**src/rtl/imm_extend_pipe.sv**
```systemverilog
// Pipelined immediate extender: zero/sign/upper/branch widening of an IN_W-bit
// immediate, carried through DEPTH elastic valid/ready stages with flush.
module imm_extend_pipe #(
    parameter int unsigned IN_W  = 16,
    parameter int unsigned OUT_W = 32,
    parameter int unsigned DEPTH = 2
) (
    input  logic             clk,
    input  logic             reset,
    input  logic             in_valid,
    output logic             in_ready,
    input  logic [IN_W-1:0]  in_imm,
    input  logic [1:0]       in_mode,
    input  logic             flush,
    output logic             out_valid,
    input  logic             out_ready,
    output logic [OUT_W-1:0] out_imm
);

    localparam int unsigned EXT_W = OUT_W - IN_W;

    if (OUT_W < IN_W + 2 || DEPTH < 1 || DEPTH > 4) begin : g_param_check
        $error("imm_extend_pipe: illegal parameter combination");
    end

    logic [OUT_W-1:0] data [DEPTH];
    logic [DEPTH-1:0] valid;
    logic [DEPTH-1:0] adv;
    logic [OUT_W-1:0] sext;
    logic [OUT_W-1:0] ext;
    logic             accept;

    // Extension of the raw immediate according to the requested mode
    always_comb begin
        sext = {{EXT_W{in_imm[IN_W-1]}}, in_imm};
        case (in_mode)
            2'b00:   ext = {{EXT_W{1'b0}}, in_imm};
            2'b01:   ext = sext;
            2'b10:   ext = {in_imm, {EXT_W{1'b0}}};
            default: ext = {sext[OUT_W-3:0], 2'b00};
        endcase
    end

    // A stage may load when it, or any stage downstream of it, has a hole,
    // or when the output is being taken; this collapses bubbles.
    always_comb begin
        adv = '0;
        for (int unsigned k = 0; k < DEPTH; k++) begin
            adv[k] = out_ready;
            for (int unsigned j = k; j < DEPTH; j++) begin
                if (!valid[j]) begin
                    adv[k] = 1'b1;
                end
            end
        end
    end

    assign in_ready  = !reset && !flush && adv[0];
    assign accept    = in_valid && in_ready;
    assign out_valid = valid[DEPTH-1];
    assign out_imm   = data[DEPTH-1];

    always_ff @(posedge clk) begin
        if (reset) begin
            valid <= '0;
            for (int unsigned k = 0; k < DEPTH; k++) begin
                data[k] <= '0;
            end
        end else if (flush) begin
            valid <= '0;
        end else begin
            if (adv[0]) begin
                valid[0] <= accept;
                if (accept) begin
                    data[0] <= ext;
                end
            end
            for (int unsigned k = 1; k < DEPTH; k++) begin
                if (adv[k]) begin
                    valid[k] <= valid[k-1];
                    if (valid[k-1]) begin
                        data[k] <= data[k-1];
                    end
                end
            end
        end
    end

endmodule

```
**config.mk**
```make
export PLATFORM = sky130hd
export DESIGN_NAME = imm_extend_pipe
export DESIGN_NICKNAME = d
export VERILOG_FILES = /design/src/rtl/imm_extend_pipe.sv
export SDC_FILE = /design/constraint.sdc
export NUM_CORES = 1
export LEC_CHECK = 0
export CORE_ASPECT_RATIO = 0.75
export CORE_MARGIN = 5
export CORE_UTILIZATION = 39
export CTS_CLUSTER_SIZE = 8
export DETAILED_ROUTE_END_ITERATION = 8
export HOLD_SLACK_MARGIN = 0.02
export PLACE_DENSITY = 0.66
export SETUP_SLACK_MARGIN = 0.1
export SLEW_MARGIN = 40
export SYNTH_ARGS = -nofsm -noshare
export SYNTH_HDL_FRONTEND = slang
export SYNTH_SLANG_ARGS = --single-unit
export TNS_END_PERCENT = 20
```
**constraint.sdc**
```tcl
create_clock -name clk -period 3.5 [get_ports clk]
set_input_delay 0.35 -clock clk [delete_from_list [all_inputs] [get_ports clk]]
set_output_delay 0.35 -clock clk [all_outputs]
set_load 0.02 [all_outputs]
```
# Yosys cells after proc, flatten, opt, wreduce, memory -nomap -nowiden
# Memories as Yosys holds them, arrays and structs flattened.
# Cells that the tools add are included.
classes:
  bitwise_logic: 2
  muxes: 18
  n_reduce_logical: 7
  n_eq_ne: 2
op_table:
  columns: ["op", "count"]
  rows:
  - ["$pmux 32 s3", 1]
  - ["$mux 32", 2]
  - ["$mux 1", 15]
  - ["$logic_and 1x1->1", 3]
  - ["$eq 2x1->1 const B", 1]
  - ["$eq 2x2->1 const B", 1]
  - ["$logic_not 1->1", 2]
  - ["$logic_not 2->1", 1]
  - ["$or 1x1->1", 2]
  - ["$reduce_or 2->1", 1]
totals:
  regBits: 2
  n_memories: 1
  elab_cells: 32
  out_inout_bits: 34
  mem_bits_rw: 64
  in_bits: 23
memory_table:
  columns: ["memory", "depth", "word_bits", "rd", "rd_clocked_by_memory_dff", "wr", "line_no", "source"]
  rows:
  - ["data", 2, 32, 2, 0, 2, "26", "logic [OUT_W-1:0] data [DEPTH];"]

# Depth between registers and ports, before layout
# Gate-level depths: netlist of the first run.
depth:
  ltp_word: 10
  depth_mapped: 5
  mapped_depth_nobuf: 3

# Worst setup path before layout of the first run
# Ideal clock, no wire load.
synth_path:
  path_type: "register -> register"
  start: "register valid[1]"
  end: "memory data[0][0] (enable)"
  setup_slack_ns: 1.197
  required_ns: 3.112
  setup_time_ns: 0.388
  arrival_time_ns: 1.915
  synth_period_minus_slack_ns: 2.303
  path_stages_with_launch: 4
  cell_sequence: "dfxtp_1 > and3b_4 > nor3_1 > a21o_1"
synth_lines:
  columns: ["item", "line_no", "source"]
  rows:
  - ["start, declared", "27", "logic [DEPTH-1:0] valid;"]
  - ["start signal, assigned by index", "80", "valid[k] <= valid[k-1];"]
  - ["end, declared", "26", null]

# Worst setup path after layout of the first run
layout_path:
  start: "input out_ready"
  end: "output in_ready"
layout_between:
  elab_chain_len: 3
layout_rtl:
  columns: ["item", "line_no", "source"]
  rows:
  - ["start, declared", "16", "input logic out_ready,"]
  - ["$mux 1 (2 in a row)", "51", "if (!valid[j]) begin"]
  - ["$logic_and 1x1->1", "58", "assign in_ready = !reset && !flush && adv[0];"]
  - ["end, declared", "11", "output logic in_ready,"]
# Every way passes these cells.

==> metrics.md, run 1 <==
| Metric | Value |
|---|---|
| Clock tree buffer depth | 2 |
| Setup bufs post-CTS | 0 |
| Core area | 0.00740 mm^2 |
| DR vias/cell | 4.56 |
| Via count | 1673 |
| Syn Nets | 258 |
| DR DRC count | 0 |
| Row count | 27 |
| IO buf count | 56 |
| H-Tree Depth | 3 |
| CP Capture Type | output port |
| CTS buffer count | 9 |
| Endpoints failing setup | 0 |
| Total global routing overflow | 0 |
| Synth Area in Adders | 0% |
| Leak Pwr | 1.25 nW |
| Clock transition at path regs | 0.07 ns |
| Largest family of logic cells by synthesized area | simple AND/OR/NAND/NOR gates |
| Final HPWL DP | 3520 um |
| Seq/Total Area, Yosys | 66.0% |
| Skew-Pair Late Insertion Delay | 0.34 ns |
| Fin crit period | 2.26 ns |
| RSZ-0062 raised after global routing | no |
| Clock skew | 0.00681 ns |
| Simple-Gate Fraction of Synth Area | 16.3% |
| Setup_tns | 0 ns |
| Placement Setup Slack | 1.14 ns |
| Crit Path Category | in2out |
| Least-Margin Pin Slew | 0.727 ns |
| Global-route wire length before repair | 8800 um |
| YS warnings | 0 |
| Most frequent CP cell | clkdlybuf4s50_1 |
| Slew Limit Headroom | 51.5% |
| Final #Nets | 284 |
| Die ar. | 0.00949 mm^2 |
| Initial antenna violation count | 0 |
| Synthesized flop and latch total | 66 |
| Hold buffer count at cts | 0 |
| Gp weighted congestion | 0.801 |
| DR WL/cell | 14.4 um |
| Yosys cell types | 26 |
| Drt initial violations | 94 |
| Fin. Hold Viols | 0 |
| Largest area contributor in the netlist | edfxtp_1 |
| Synth Cell Area | 0.00297 mm^2 |
| CTS tree | done |
| Initial core utilization | 40.2% |
| Required time worst endpoint | 3.15 ns |
| Slowest-stage cell, CP | clkdlybuf4s50_1 |
| Sink Count | 66 |
| Placed Cells | 351 |
| Average cell area after synthesis | 12.7 um^2 |
| GRT Overall Usage | 12.1% |
| Async SR Flop Fraction | 0% |
| Crit path largest cell delay | 0.66 ns |
| Worst Hold Slack | 0.507 ns |
| Ant diodes | 0 |
| Crit path cell chain | clkdlybuf4s50_1, and3b_4, nor3_1, clkdlybuf4s50_1 |
| Achievable Freq | 0.443 GHz |
| Post-Syn Instances | 235 |
| Non-Filler Instances | 367 |
| Post-synthesis compound-gate area fraction | 6.44% |
| Synth area leaders | edfxtp_1 (65%), buf_4 (8.1%), and2_1 (6.7%), a21oi_1 (4.0%), nor2b_1 (3.2%) |
| Largest net degree at the start of global routing | 33 |
| Root Driver | clkbuf_8 |
| Area Growth Syn to Fin | 19.7% |
| Final worst slack | 1.24 ns |
| Power per cell area | 477 mW/mm^2 |
| Resize count post-CTS | 0 |
| Ys flop type | edfxtp_1 |
| Status | finished clean |
| Die Y | 85.6 um |
| CP Max Fanout | 4 |
| Critical Path AT | 1.91 ns |
| Antenna-violating nets left | 0 |
| HP Class | reg2reg |
| Worst setup SP type | primary input |
| Multiplexer share of the synthesized area | 0.379% |
| Layout cells sized above 1 | 8.65% |
| Vias in the first global route | 1687 |
| Die width | 111 um |
| WL final | 5300 um |
| I/O pin count | 57 |
| Slew Limit Fails | 0 |
| Maximum vdd drop | 0.000191 V |
| Max Cap Violations | 0 |
| Share of Yosys cell area claimed by the top area cell type | 64.6% |
| Tcrit/Tclk final | 64.5% |
| Xor/xnor share of the synthesized area | 0% |
| Post-synth EDFFs | 64 |
| DR pass1 iterations | 4 |
==> final timing paths <==
kind                                   end  slack (ns)  cells after the start       from
worst min register to register    valid[1]        0.51                      2   valid[0]
worst max-delay path              in_ready        1.24                      4  out_ready
worst max register to register  data[0][0]        1.73                      3   valid[0]
worst min-delay path              valid[1]        0.51                      2   valid[0]
==> cell usage in the layout, fill, tap and decap left out <==
cell type	n
clkbuf_8	9
or4_4	1
nor4_2	1
nor2b_1	15
inv_1	2
nor2_1	18
nand2_1	15
and2_0	1
clkdlybuf4s50_1	56
clkinv_1	2
a211oi_1	1
edfxtp_1	64
buf_4	3
mux2_2	1
clkbuf_1	3
clkinv_2	1
a31o_4	1
nand2b_1	1
a21oi_2	4
and2_1	32
nor3b_1	2
a21oi_1	24
nor3_1	2
dfxtp_1	2
a22oi_1	1
bufinv_16	1
o21ai_0	1
and3b_4	1
a21o_1	1
==> report_power, final <==
group	internal [W]	leakage, nW	total [W]	switching (W)
Clock	0.000324	0.0894	0.000596	0.000272
Sequential	0.000911	0.688	0.000921	0.0000102
Combinational	0.0000808	0.475	0.000181	0.0000998
==> sequential cells by signal (all words and copies together), names as in the netlist <==
signal and count:
valid 2, data 64
==> synthesized netlist by cell type, types with 2 or more instances <==
cell,instances
nor2b_1,15
buf_4,32
nand2_1,15
and2_1,32
a21oi_2,4
dfxtp_1,2
edfxtp_1,64
nor3_1,2
buf_6,4
inv_1,2
nor2_1,18
nor3b_1,2
clkbuf_1,7
a21oi_1,24
==> through the flow <==
| step | power (W) | utilization (%) | instance area, um^2 |
|---|---|---|---|
| detailed placement | 0.00112 | 45.6 | 3370 |
| global route | 0.00177 | 48.1 | 3560 |
| global placement | 0.00112 | 45.6 | 3370 |
| CTS | 0.00172 | 48.0 | 3550 |
| finish | 0.00170 | 48.1 | 3560 |
| floorplan | 0.00106 | - | 2970 |
==> kinds of logic (layout without fill, tap and decap cells) <==
logic type | count (synthesis) | count (layout)
flip-flops | 66 | 66
AO/OA/AOI/OAI | 33 | 33
buffers and inverters | 46 | 77
multiplexers | 1 | 1
AND/OR/NAND/NOR | 89 | 89
==> layout make-up <==
class / count / area, um^2
Inverter: 2 / 7.51
Multi-Input combinational cell: 123 / 703
Clock buffer: 12 / 135
Fill cell: 667 / 3840
Sequential cell: 66 / 1960
Clock inverter: 4 / 42.5
Tap cell: 101 / 126
Timing Repair Buffer: 59 / 583
==> worst max-delay path, delay by kind of cell <==
family	cells	cell delay [ns]
buffers and inverters	2	1.12
AND/OR/NAND/NOR	2	0.44
==> layer usage <==
layer / share of wire, % / vias up / global-route usage [%]
li1: - / 827 / -
met1: 45 / 786 / 14.8
met2: 47 / 56 / 18.8
met3: 8.0 / 4 / 6.70
met4: 0.43 / 0 / 3.02
met5: 0 / - / 0
No activity file was read; power rests on OpenSTA's default activity.
==> run 2, diff against run 1 <==
- PLACE_DENSITY: 0.66 -> 0.68
- clock period: 3.5 -> 1.8 ns (I/O delays scaled with it)
==> run 2 against run 1 <==
  * Worst hold slack lost 0.0018 ns
  * Clock power grew 100%
  * Sequential cell count is the same
  * Die area is the same
  * Combinational power grew 120%
  * Utilization grew 2.4 points
  * Clock skew is essentially flat
  * Critical endpoint is now data[0][24]
==> metrics.md, run 2 (synthesized netlist as in run 1, its figures left out) <==
| Metric | Value |
|---|---|
| Core area | 0.00740 mm^2 |
| DR pass1 iterations | 5 |
| Area of the multi-input gates | 707 um^2 |
| Logic pwr share | 11.6% |
| Largest net degree at the start of global routing | 33 |
| Sequential Power Share | 52.9% |
| DR WL/cell | 13.9 um |
| DR vias/cell | 4.48 |
| WL final | 5330 um |
| Largest register FFs | 64 |
| Clock transition at path regs | 0.07 ns |
| Achievable Freq | 0.608 GHz |
| Required time worst endpoint | 1.99 ns |
| GRT Overall Usage | 12.2% |
| Final HPWL DP | 3780 um |
| CTS buffer count | 9 |
| Leak Pwr | 1.35 nW |
| Clock network fraction of total power | 35.5% |
| Layout cells sized above 1 | 16.3% |
| Setup_tns | 0 ns |
| Switching Fraction | 23.3% |
| Crit Path Category | reg2reg |
| Area Growth Syn to Fin | 25.6% |
| Global-route wire length before repair | 8750 um |
| Sink Count | 66 |
| Maximum vdd drop | 0.000496 V |
| CTS tree | done |
| Fin crit period | 1.64 ns |
| Worst setup SP type | flip-flop |
| Antenna-violating nets left | 0 |
| Pint | 0.00259 W |
| Total global routing overflow | 0 |
| Ant diodes | 0 |
| Root Driver | clkbuf_8 |
| Gp weighted congestion | 0.776 |
| Die width | 111 um |
| Initial antenna violation count | 0 |
| Vias in the first global route | 1691 |
| Most common cell after layout, fill and taps aside | edfxtp_1 |
| Row count | 27 |
| Slew Limit Headroom | 52.9% |
| Commonest non-fill, non-tap cells in the layout | edfxtp_1 (64), clkdlybuf4s50_1 (55), and2_1 (32) |
| Fin. Hold Viols | 0 |
| Critical Path AT | 1.83 ns |
| DR DRC count | 0 |
| Clock skew | 0.00705 ns |
| Skew-Pair Late Insertion Delay | 0.34 ns |
| Final #Nets | 300 |
| Die ar. | 0.00949 mm^2 |
| Max Cap Violations | 0 |
| Resize count post-CTS | 1 |
| Setup bufs post-CTS | 0 |
| Die Y | 85.6 um |
| Largest Register | data |
| Status | finished clean |
| Via count | 1715 |
| I/O pin count | 57 |
| Least-Margin Pin Slew | 0.707 ns |
| Tcrit/Tclk final | 91.3% |
| Pwr Total | 0.00338 W |
| CP Max Fanout | 13 |
| Initial core utilization | 40.2% |
| H-Tree Depth | 3 |
| Slew Limit Fails | 0 |
| Worst Hold Slack | 0.506 ns |
| Biggest regs | data: 64 flops, valid: 2 flops |
| Seq. cell area | 0.00196 mm^2 |
| Net Sw Power | 0.000787 W |
| CP Capture Type | flip-flop |
| RSZ-0062 raised after global routing | no |
| IO buf count | 56 |
| HP Class | reg2reg |
| Power per cell area | 905 mW/mm^2 |
| Hold buffer count at cts | 0 |
| Drt initial violations | 151 |
| Fillers | 654 |
| Clock tree buffer depth | 2 |
| Endpoints failing setup | 0 |
## run 2: cell types whose count changed in the layout (fill, tap and decap cells not counted), moves of 2 or more
cell and delta:
clkinv_4 +2, clkinv_2 +2, clkbuf_1 -3, clkinv_1 -2
buf_4 +13, buf_12 +3
## run 2: path summary, 6_finish.rpt
path / start / to / slack [ns] / depth (start not counted)
hold / removal: valid[0] / valid[1] / 0.51 / 2
setup / recovery: valid[0] / data[0][24] / 0.16 / 4
setup reg to reg: valid[0] / data[0][24] / 0.16 / 4
hold reg to reg: valid[0] / valid[1] / 0.51 / 2
## run 2: final cells by class
type                            instances  area share [%]
Clock buffer                            9            3.32
Clock inverter                          7            1.88
Inverter                                2           0.201
Multi-Input combinational cell        123            18.9
Sequential cell                        66            52.5
Tap cell                              101            3.38
Timing Repair Buffer                   75            19.8
## run 2: critical path: stages (launching register included)
cell,delay [ns]
dfxtp_1,0.35
and3b_4,0.21
or4_4,0.60
buf_4,0.20
a21oi_1,0.13
## run 2: power groups by stage
stage          combinational, W  sequential [W]  clock [W]
2_1_floorplan          0.000238         0.00182          0
3_3_place_gp           0.000389         0.00182          0
3_5_place_dp           0.000396         0.00182          0
4_1_cts                0.000396         0.00179    0.00125
5_1_grt                0.000423         0.00180    0.00130
6_report               0.000392         0.00179    0.00120
## run 2: metal layers
metal	routed length, um	vias to the layer above	GRT usage (%)	share of wire (%)
met2	2410	50	18.6	45
met1	2500	793	14.9	47
li1	-	864	-	-
met5	0	-	0	0
met3	352	8	6.28	6.6
met4	70	0	4.36	1.3
## run 2: stage by stage
stage / cell area [um^2] / utilization (%) / instances / setup slack, ns
after floorplan: 2990 / - / 235 / 0.160
after global placement: 3540 / 47.9 / 367 / -0.0952
after detailed placement: 3540 / 47.9 / 367 / -0.140
after CTS: 3740 / 50.5 / 383 / 0.156
after global routing: 3740 / 50.5 / 383 / 0.105
final: 3740 / 50.5 / 383 / 0.156
==> run 3, diff against run 2 <==
- CORE_UTILIZATION: 39 -> 47
- PLACE_DENSITY: 0.68 -> 0.79
- REMOVE_ABC_BUFFERS: unset -> 1
- SKIP_CTS_REPAIR_TIMING: unset -> 1
==> run 3 against run 2 <==
  * Sequential power barely moved
  * Via count up 1.3%
  * Sequential share of layout area is 1.6 points higher
  * First-iteration DRC count down 52%
  * Clock skew about the same
  * Cell area decreased by 3.0%
  * Clock power shrank 7%
  * Largest cell class unchanged
  * Highest routed layer unchanged
==> metrics.md, run 3 (synthesized netlist as in run 1, its figures left out) <==
| Metric | Value |
|---|---|
| Met3 routed WL | 431 um |
| Core area | 0.00622 mm^2 |
| Most common cell after layout, fill and taps aside | edfxtp_1 |
| Final HPWL DP | 3490 um |
| CP Max Fanout | 32 |
| DR pass1 iterations | 4 |
| IO buf count | 56 |
| Global-route wire length before repair | 7980 um |
| Die ar. | 0.00804 mm^2 |
| Placed Area | 0.00344 mm^2 |
| CTS tree | done |
| Root Driver | clkbuf_8 |
| Reg2reg start | valid[0] |
| Maximum vdd drop | 0.000348 V |
| Clock skew | 0.00690 ns |
| Die Y | 78.9 um |
| Met2 routed WL | 2350 um |
| WL final | 4980 um |
| DR WL/cell | 13.9 um |
| Leak Pwr | 1.32 nW |
| Pwr Total | 0.00327 W |
| Slew Limit Headroom | 47.9% |
| Reg-to-reg critical path endpoint | data[0][8] |
| DR vias/cell | 4.85 |
| Worst hold start | in_valid |
| Final #Nets | 295 |
| Largest register FFs | 64 |
| Fin. Hold Viols | 0 |
| Layout cells sized above 1 | 12.3% |
| Die width | 102 um |
| Tcrit/Tclk final | 88.7% |
| Post-route cell area | 0.00362 mm^2 |
| Largest net degree at the start of global routing | 33 |
| Antenna-violating nets left | 0 |
| Initial antenna violation count | 0 |
| Crit Path Category | reg2reg |
| Worst R2R Path Depth | 5 |
| Initial core utilization | 47.8% |
| Worst Hold Slack | 0.507 ns |
| Endpoints failing setup | 0 |
| Fillers | 508 |
| Hold Path Depth | 3 |
| Setup_tns | 0 ns |
| Clock transition at path regs | 0.06 ns |
| Via count | 1738 |
| Area Growth Syn to Fin | 21.8% |
| HP Class | in2reg |
| Max Cap Violations | 0 |
| Commonest non-fill, non-tap cells in the layout | edfxtp_1 (64), clkdlybuf4s50_1 (55), and2_1 (32) |
| Met1 WL | 2130 um |
| Max Used Layer | met4 |
| Status | finished clean |
| GRT Overall Usage | 13.4% |
| Required time worst endpoint | 1.83 ns |
| Vias in the first global route | 1671 |
| Total global routing overflow | 0 |
| CTS buffer count | 9 |
| I/O pin count | 57 |
| Skew-Pair Late Insertion Delay | 0.33 ns |
| Clock tree buffer depth | 2 |
| Power per cell area | 903 mW/mm^2 |
| Row count | 25 |
| CP Capture Type | flip-flop |
| Biggest regs | data: 64 flops, valid: 2 flops |
| H-Tree Depth | 3 |
| Achievable Freq | 0.626 GHz |
| Largest Register | data |
| Hold Path End | valid[0] |
| Ant diodes | 0 |
| DR DRC count | 0 |
| Fin crit period | 1.60 ns |
| Reg-to-reg setup timing slack | 0.20 ns |
| Gp weighted congestion | 0.868 |
| RSZ-0062 raised after global routing | no |
| Slew Limit Fails | 0 |
| Drt initial violations | 73 |
| Worst setup SP type | flip-flop |
| Sink Count | 66 |
| Least-Margin Pin Slew | 0.781 ns |
| Critical Path AT | 1.63 ns |
-- run 3: metrics by stage --
step	setup slack, ns	std cells	utilization [%]
after floorplan	-0.675	191	-
after global routing	0.162	358	58.2
final	0.203	358	58.2
after detailed placement	-0.112	342	55.3
after CTS	-0.155	358	58.2
after global placement	-0.0535	342	55.3
-- run 3: how the worst max path moves through the flow --
stage	startpoint	endpoint	slack, ns	depth (start not counted)
after detailed placement	out_ready	in_ready	-0.11	4
after CTS	valid[0]	in_ready	-0.15	3
after floorplan	valid[1]	data[0][32]	-0.67	3
after global placement	out_ready	in_ready	-0.05	4
after global routing	valid[0]	data[0][22]	0.16	5
final	valid[0]	data[0][8]	0.20	5
-- run 3: final cells by class --
class	count	area (um^2)	share of cell area [%]
well taps	81	101	2.80
inverters	2	7.51	0.207
clock buffers	12	135	3.73
clock inverters	4	42.5	1.17
multi-input cells	123	694	19.2
repair buffers	70	681	18.8
flip-flops and latches	66	1960	54.1
-- run 3: routing by layer --
layer / vias to the layer above / GRT usage (%)
met5: - / 0
met4: 0 / 4.72
met3: 8 / 6.32
met2: 66 / 21.6
met1: 814 / 15.7
li1: 850 / -
-- run 3: worst max-delay path: stages (launching register included) --
cell and delay (ns):
dfxtp_1 0.33, and3b_4 0.20, nor3_1 0.23, buf_4 0.16, a21o_1 0.14, buf_12 0.21
-- run 3: report_power, final --
part           internal, W  switching (W)
clock network     0.000629       0.000486
registers          0.00177      0.0000181
logic             0.000173       0.000194
